[src/rtl/disp_pkg.sv]
// rtl/disp_pkg.sv - shared types, constants and helpers for the result display
//
// Purpose: digit code type with its special codes, the conversion FSM state
// type, the active-low seven-segment table and the double-dabble nibble
// adjust step.
package disp_pkg;

    typedef logic [3:0] digit_t;

    localparam digit_t DIG_DASH  = 4'hA;
    localparam digit_t DIG_BLANK = 4'hF;

    typedef enum logic [1:0] {
        IDLE,
        CONVERT,
        UPDATE
    } disp_state_t;

    // Indexed by digit code; {dp,g,f,e,d,c,b,a}, active-low, dp always off.
    // Unused codes (B..E) fall back to blank.
    localparam logic [7:0] SEG_TABLE [16] = '{
        8'hC0, 8'hF9, 8'hA4, 8'hB0, 8'h99, 8'h92, 8'h82, 8'hF8,
        8'h80, 8'h90, 8'hBF, 8'hFF, 8'hFF, 8'hFF, 8'hFF, 8'hFF
    };

    // Double-dabble correction: any BCD nibble of 5 or more gets +3 so the
    // following left shift carries correctly into the next decade.
    function automatic logic [11:0] bcd_adjust(input logic [11:0] bcd);
        logic [11:0] res;
        res = bcd;
        for (int i = 0; i < 3; i++) begin
            if (bcd[i*4 +: 4] >= 4'd5) begin
                res[i*4 +: 4] = bcd[i*4 +: 4] + 4'd3;
            end
        end
        return res;
    endfunction

endpackage

[src/rtl/seg_decode.sv]
// rtl/seg_decode.sv - digit code to active-low seven-segment pattern
//
// Purpose: purely combinational lookup of one digit code.
// Ports:
//   code  in   4  digit code (0..9, DASH, BLANK)
//   segs  out  8  {dp,g,f,e,d,c,b,a}, active-low
module seg_decode
    import disp_pkg::*;
(
    input  digit_t     code,
    output logic [7:0] segs
);

    always_comb begin
        segs = SEG_TABLE[code];
    end

endmodule

[src/rtl/result_display.sv]
// rtl/result_display.sv - captures a result, converts it to BCD and scans a 3-digit display
//
// Purpose: on a load strobe the value is captured and converted to three
// decimal digits by a bit-serial double-dabble; the digits are then
// time-multiplexed onto a common-anode seven-segment display.
// Ports:
//   sys_clk  in   1        system clock
//   sys_rst  in   1        synchronous active-high reset
//   value    in   VALUE_W  unsigned result to display
//   load     in   1        one-cycle capture strobe (ignored while busy)
//   busy     out  1        conversion in progress
//   segs     out  8        {dp,g,f,e,d,c,b,a}, active-low
//   digs     out  DIGITS   one-hot active-low digit select, bit0 rightmost
module result_display
    import disp_pkg::*;
#(
    parameter int SCAN_DIV = 100000,
    parameter int DIGITS   = 3,
    parameter int VALUE_W  = 32
) (
    input  logic               sys_clk,
    input  logic               sys_rst,
    input  logic [VALUE_W-1:0] value,
    input  logic               load,
    output logic               busy,
    output logic [7:0]         segs,
    output logic [DIGITS-1:0]  digs
);

    localparam int PW = (SCAN_DIV > 1) ? $clog2(SCAN_DIV) : 1;
    localparam logic [PW-1:0] PRESC_LAST = PW'(SCAN_DIV - 1);

    disp_state_t state_q, state_d;
    logic [11:0] bcd_q, bcd_d;
    logic [9:0]  shreg_q, shreg_d;
    logic [3:0]  cnt_q, cnt_d;
    logic        ovf_q, ovf_d;
    digit_t      dig0_q, dig1_q, dig2_q;
    digit_t      dig0_d, dig1_d, dig2_d;

    logic [PW-1:0]     presc_q;
    logic [1:0]        idx_q;
    digit_t            sel_code;
    logic [7:0]        sel_segs;
    logic [DIGITS-1:0] sel_digs;

    assign busy = (state_q != IDLE);

    always_ff @(posedge sys_clk) begin
        if (sys_rst) begin
            state_q <= IDLE;
            bcd_q   <= '0;
            shreg_q <= '0;
            cnt_q   <= '0;
            ovf_q   <= 1'b0;
            dig0_q  <= DIG_BLANK;
            dig1_q  <= DIG_BLANK;
            dig2_q  <= DIG_BLANK;
        end else begin
            state_q <= state_d;
            bcd_q   <= bcd_d;
            shreg_q <= shreg_d;
            cnt_q   <= cnt_d;
            ovf_q   <= ovf_d;
            dig0_q  <= dig0_d;
            dig1_q  <= dig1_d;
            dig2_q  <= dig2_d;
        end
    end

    always_comb begin
        state_d = state_q;
        bcd_d   = bcd_q;
        shreg_d = shreg_q;
        cnt_d   = cnt_q;
        ovf_d   = ovf_q;
        dig0_d  = dig0_q;
        dig1_d  = dig1_q;
        dig2_d  = dig2_q;

        unique case (state_q)
            IDLE: begin
                if (load) begin
                    cnt_d = '0;
                    if (value >= VALUE_W'(1000)) begin
                        ovf_d   = 1'b1;
                        state_d = UPDATE;
                    end else begin
                        ovf_d   = 1'b0;
                        bcd_d   = '0;
                        shreg_d = value[9:0];
                        state_d = CONVERT;
                    end
                end
            end

            CONVERT: begin
                {bcd_d, shreg_d} = {bcd_adjust(bcd_q), shreg_q} << 1;
                cnt_d = cnt_q + 4'd1;
                if (cnt_q == 4'd9) begin
                    state_d = UPDATE;
                end
            end

            UPDATE: begin
                // The overflow path dwells one extra cycle here so that an
                // overflowing value still gives a two-cycle busy pulse.
                if (ovf_q && cnt_q == 4'd0) begin
                    cnt_d = 4'd1;
                end else begin
                    state_d = IDLE;
                    if (ovf_q) begin
                        dig2_d = DIG_DASH;
                        dig1_d = DIG_DASH;
                        dig0_d = DIG_DASH;
                    end else begin
                        // Leading-zero blanking; the units digit always shows.
                        dig0_d = bcd_q[3:0];
                        dig1_d = (bcd_q[11:4] == 8'd0) ? DIG_BLANK : bcd_q[7:4];
                        dig2_d = (bcd_q[11:8] == 4'd0) ? DIG_BLANK : bcd_q[11:8];
                    end
                end
            end

            default: state_d = IDLE;
        endcase
    end

    always_comb begin
        sel_code = DIG_BLANK;
        sel_digs = '1;
        unique case (idx_q)
            2'd0: begin
                sel_code = dig0_q;
                sel_digs = DIGITS'(3'b110);
            end
            2'd1: begin
                sel_code = dig1_q;
                sel_digs = DIGITS'(3'b101);
            end
            2'd2: begin
                sel_code = dig2_q;
                sel_digs = DIGITS'(3'b011);
            end
            default: begin
                sel_code = DIG_BLANK;
                sel_digs = '1;
            end
        endcase
    end

    seg_decode u_seg_decode (
        .code (sel_code),
        .segs (sel_segs)
    );

    // Scan runs continuously, independent of the conversion FSM.
    always_ff @(posedge sys_clk) begin
        if (sys_rst) begin
            presc_q <= '0;
            idx_q   <= 2'd0;
            segs    <= 8'hFF;
            digs    <= DIGITS'(3'b110);
        end else begin
            if (presc_q == PRESC_LAST) begin
                presc_q <= '0;
                idx_q   <= (idx_q == 2'd2) ? 2'd0 : idx_q + 2'd1;
            end else begin
                presc_q <= presc_q + 1'b1;
            end
            segs <= sel_segs;
            digs <= sel_digs;
        end
    end

endmodule

[config.mk]
export PLATFORM = sky130hd
export DESIGN_NAME = result_display
export DESIGN_NICKNAME = d
export VERILOG_FILES = /design/src/rtl/disp_pkg.sv /design/src/rtl/seg_decode.sv /design/src/rtl/result_display.sv
export SDC_FILE = /design/constraint.sdc
export NUM_CORES = 1
export LEC_CHECK = 0
export CAP_MARGIN = 20
export CELL_PAD_IN_SITES_DETAIL_PLACEMENT = 1
export CELL_PAD_IN_SITES_GLOBAL_PLACEMENT = 1
export CORE_MARGIN = 2
export CORE_UTILIZATION = 48
export DETAILED_ROUTE_END_ITERATION = 10
export DONT_BUFFER_PORTS = 1
export GPL_ROUTABILITY_DRIVEN = 0
export PLACE_DENSITY = 0.87
export SYNTH_ARGS = -nofsm -noshare
export SYNTH_HDL_FRONTEND = slang
export SYNTH_SLANG_ARGS = --single-unit
[constraint.sdc]
create_clock -name sys_clk -period 2.1 [get_ports sys_clk]
set_input_delay 0.21 -clock sys_clk [delete_from_list [all_inputs] [get_ports sys_clk]]
set_output_delay 0.21 -clock sys_clk [all_outputs]
set_load 0.03 [all_outputs]
==> results of run 1 <==
logic make-up (layout without fill, tap and decap cells):
kind of cell,Yosys count,in the layout
multiplexers,13,13
AND/OR/NAND/NOR,159,159
XOR/XNOR,20,20
buffers and inverters,38,52
other,1,1
AO/OA/AOI/OAI,92,92
adder cells (fa/ha/maj),19,19
flip-flops,70,70
sequential cells by signal, indices dropped and copies added (netlist names):
name,count
bcd_q,12
dig1_q,4
presc_q,17
ovf_q,1
shreg_q,10
dig2_q,4
segs,7
cnt_q,4
digs,3
state_q,2
idx_q,2
dig0_q,4
layout make-up:
class | instances | area (um2) | share of cell area
well taps | 99 | 124 | 0.0309
flip-flops and latches | 70 | 1400 | 0.350
multi-input cells | 304 | 2020 | 0.505
clock buffers | 9 | 124 | 0.0309
clock inverters | 7 | 105 | 0.0262
repair buffers | 18 | 163 | 0.0406
inverters | 18 | 67.6 | 0.0169
per-layer routing:
metal | global-route usage | vias up | part of all wire
met4 | 0.0769 | 0 | 0.017
met3 | 0.0495 | 14 | 0.036
met5 | 0 | - | 0
met2 | 0.413 | 57 | 0.51
met1 | 0.284 | 1505 | 0.44
li1 | - | 1470 | -
synthesized netlist by cell type, drive strengths merged, types with 2 or more instances:
library cell	count
a21o	2
nor4	6
a41oi	2
nand3	12
o22a	2
nand4	5
dfxtp	70
o21ai	17
or4	2
mux2	4
a31oi	7
inv	18
a211o	2
xor2	7
mux2i	9
or3	6
o22ai	3
nand2b	8
a21oi	22
buf	5
nor3b	5
nand2	26
o31ai	8
nand3b	3
o2bb2ai	3
and3	3
xnor2	13
a22oi	2
or2	2
o21bai	4
a211oi	11
clkbuf	15
ha	19
nor2	60
nor3	11
and2	3
power breakdown:
part	internal, mW	switching, mW
Clock	0.687	0.591
Combinational	0.113	0.168
Sequential	1.36	0.0431
Total	2.17	0.802
worst max-delay path: cells and delay by family, from the launching register on:
family	cells	cell delay, ps
AO/OA/AOI/OAI	2	460
buffers and inverters	2	270
AND/OR/NAND/NOR	3	690
flip-flops	1	340
adder cells (fa/ha/maj)	1	190
worst paths after layout:
| path | startpoint | end | slack, ps | depth (start not counted) |
|---|---|---|---|---|
| min reg2reg | presc_q[0]$_SDFF_PP0_ | presc_q[0]$_SDFF_PP0_ | 450 | 1 |
| min | value[0] | shreg_q[0]$_SDFFE_PP0P_ | 30 | 2 |
| max reg2reg | state_q[0]$_SDFFE_PP0P_ | bcd_q[8]$_SDFFE_PP0P_ | 70 | 8 |
| max | state_q[0]$_SDFFE_PP0P_ | bcd_q[8]$_SDFFE_PP0P_ | 70 | 8 |
metrics by stage:
step	TNS, ps	total power [mW]	utilization	std cells
2_1_floorplan	0	1.63	-	412
3_5_place_dp	0	1.69	0.517	506
4_1_cts	0	2.98	0.553	524
6_report	0	2.97	0.555	525
5_1_grt	-21.0	3.10	0.555	525
3_3_place_gp	0	1.68	0.517	506
repair_timing:
item	in CTS	in global routing
setup buffers	0	1
gates resized for setup	0	2
setup endpoints to repair	0	2
hold endpoints to repair	42	0
hold buffers	2	0
==> run_results.csv, run 1 <==
group,metric,value,unit
global_route,grt_start_max_net_pins,43,
die,core,7210,um2
die,die_area,8130,um2
global_route,grt_pass1_vias,3255,
final_layout,drive_above_1_share,0.129,
placed_design,postPlaceCellArea,3730,um2
job,maxCapViolCount,0,
drt,routed_wl,9090,um
synthesis,yosys.area_share.adder,0.0667,
synthesis,synthTopCellsByArea,"dfxtp_1, ha_1, nor2_1",
setup_path,critPathMaxStageDelay,380,ps
clock_network,clockRootBuffer,"clkbuf_8",
timing,fmax,493,MHz
timing,worst_slack,73.2,ps
min_path,hold_class,"in2reg",
synthesis,synth-xor-area-share,0.0492,
global_route,grt_antenna_before_repair,0,
setup_path,cp_slowest_cell,"o31a_1",
synthesis,synth_compound_area_frac,0.180,
drt,viasPerCell,5.80,
synthesis,ys_types,59,
die,initial_utilization,0.494,
placed_design,io_buffers,0,
synthesis,synth_edf_count,0,
placed_design,place_ws,183,ps
setup_path,worst_ep_required_time,2360,ps
synthesis,syn-cell-area,3560,um2
drt,route.detailed.drc,0,
die,chipHeight,90.1,um
outcome,status,"complete, no violations",
timing,final_max_slew_viol_count,0,
drt,antenna_left,0,
setup_path,worstPathCellList,"inv_1, ha_1, and2_1, nand3_2, o31a_1, buf_4, or3_1, o31ai_1",
drt,dr.pass1.iters,4,
synthesis,synth_fp_nets,466,
final_layout,mostFrequentLayoutCells,"dfxtp_1, nor2_1, nand2_1, a21oi_1, ha_1",
pwr,leakage,1.39,nW
clock_network,cts_sinks,70,
synthesis,postSynthCellCount,412,
die,ios,47,
synthesis,synthMuxAreaShare,0.0379,
clock_network,clk_latency,360,ps
pwr,ir_drop,0.000297,V
clock_network,htree_levels,3,
synthesis,synth_top_cell_by_area,"dfxtp_1",
synthesis,yosys_most_used_dff,"dfxtp_1",
final_layout,nFillCells,863,
clock_network,clkSlewWorstSetupHoldPaths,90,ps
final_layout,final_common_cell,"dfxtp_1",
final_layout,num_antenna_cells,0,
setup_path,end_kind,"flip-flop",
global_route,overflow,0,
final_layout,stdcell_area,4010,um2
synthesis,synth_area_per_cell,8.65,um2
final_layout,syn_to_final_growth,12.4,%
die,die_x,90.1,um
drt,vias,3046,
clock_network,clockBufferDepth,2,
pwr,power_density,741,nW/um2
synthesis,ys_ff_latch,70,
timing,holdWs,35.0,ps
synthesis,synth_seq_area_share,0.393,
setup_path,cp_max_fo,4,
synthesis,yosys.area_share.simple,0.227,
synthesis,synth_top_family_by_area,"simple AND/OR/NAND/NOR gates",
clock_network,cts_made_buffers,9,
final_layout,nNetsFinal,475,
die,row_count,31,
drt,route.detailed.wl_per_inst,17.3,um
timing,fin_skew,11.6,ps
timing,finalCritPeriodShare,0.965,
synthesis,synth_top_area_share,0.393,
timing,setup_viol,0,
timing,min_period,2030,ps
clock_network,cts_tree,"built",
synthesis,async_flop_share,0,
setup_path,cp.arrival,2290,ps
setup_path,critPathKind,"reg2reg",
drt,drtIter0Drc,150,
global_route,grt.total_usage,0.234,
timing,hold_violations,0,
placed_design,dp_hpwl,6000,um
global_route,grt_pass1_wl,15500,um
setup_path,startpoint_type,"flip-flop",
synthesis,ys_warn_count,0,
(Power assumes the default switching activity.)
==> inputs of run 2 (changes only) <==
- CTS_CLUSTER_SIZE: default -> 25
==> results of run 2 <==
The final DEF is identical to that of run 1; final timing and power are the same.
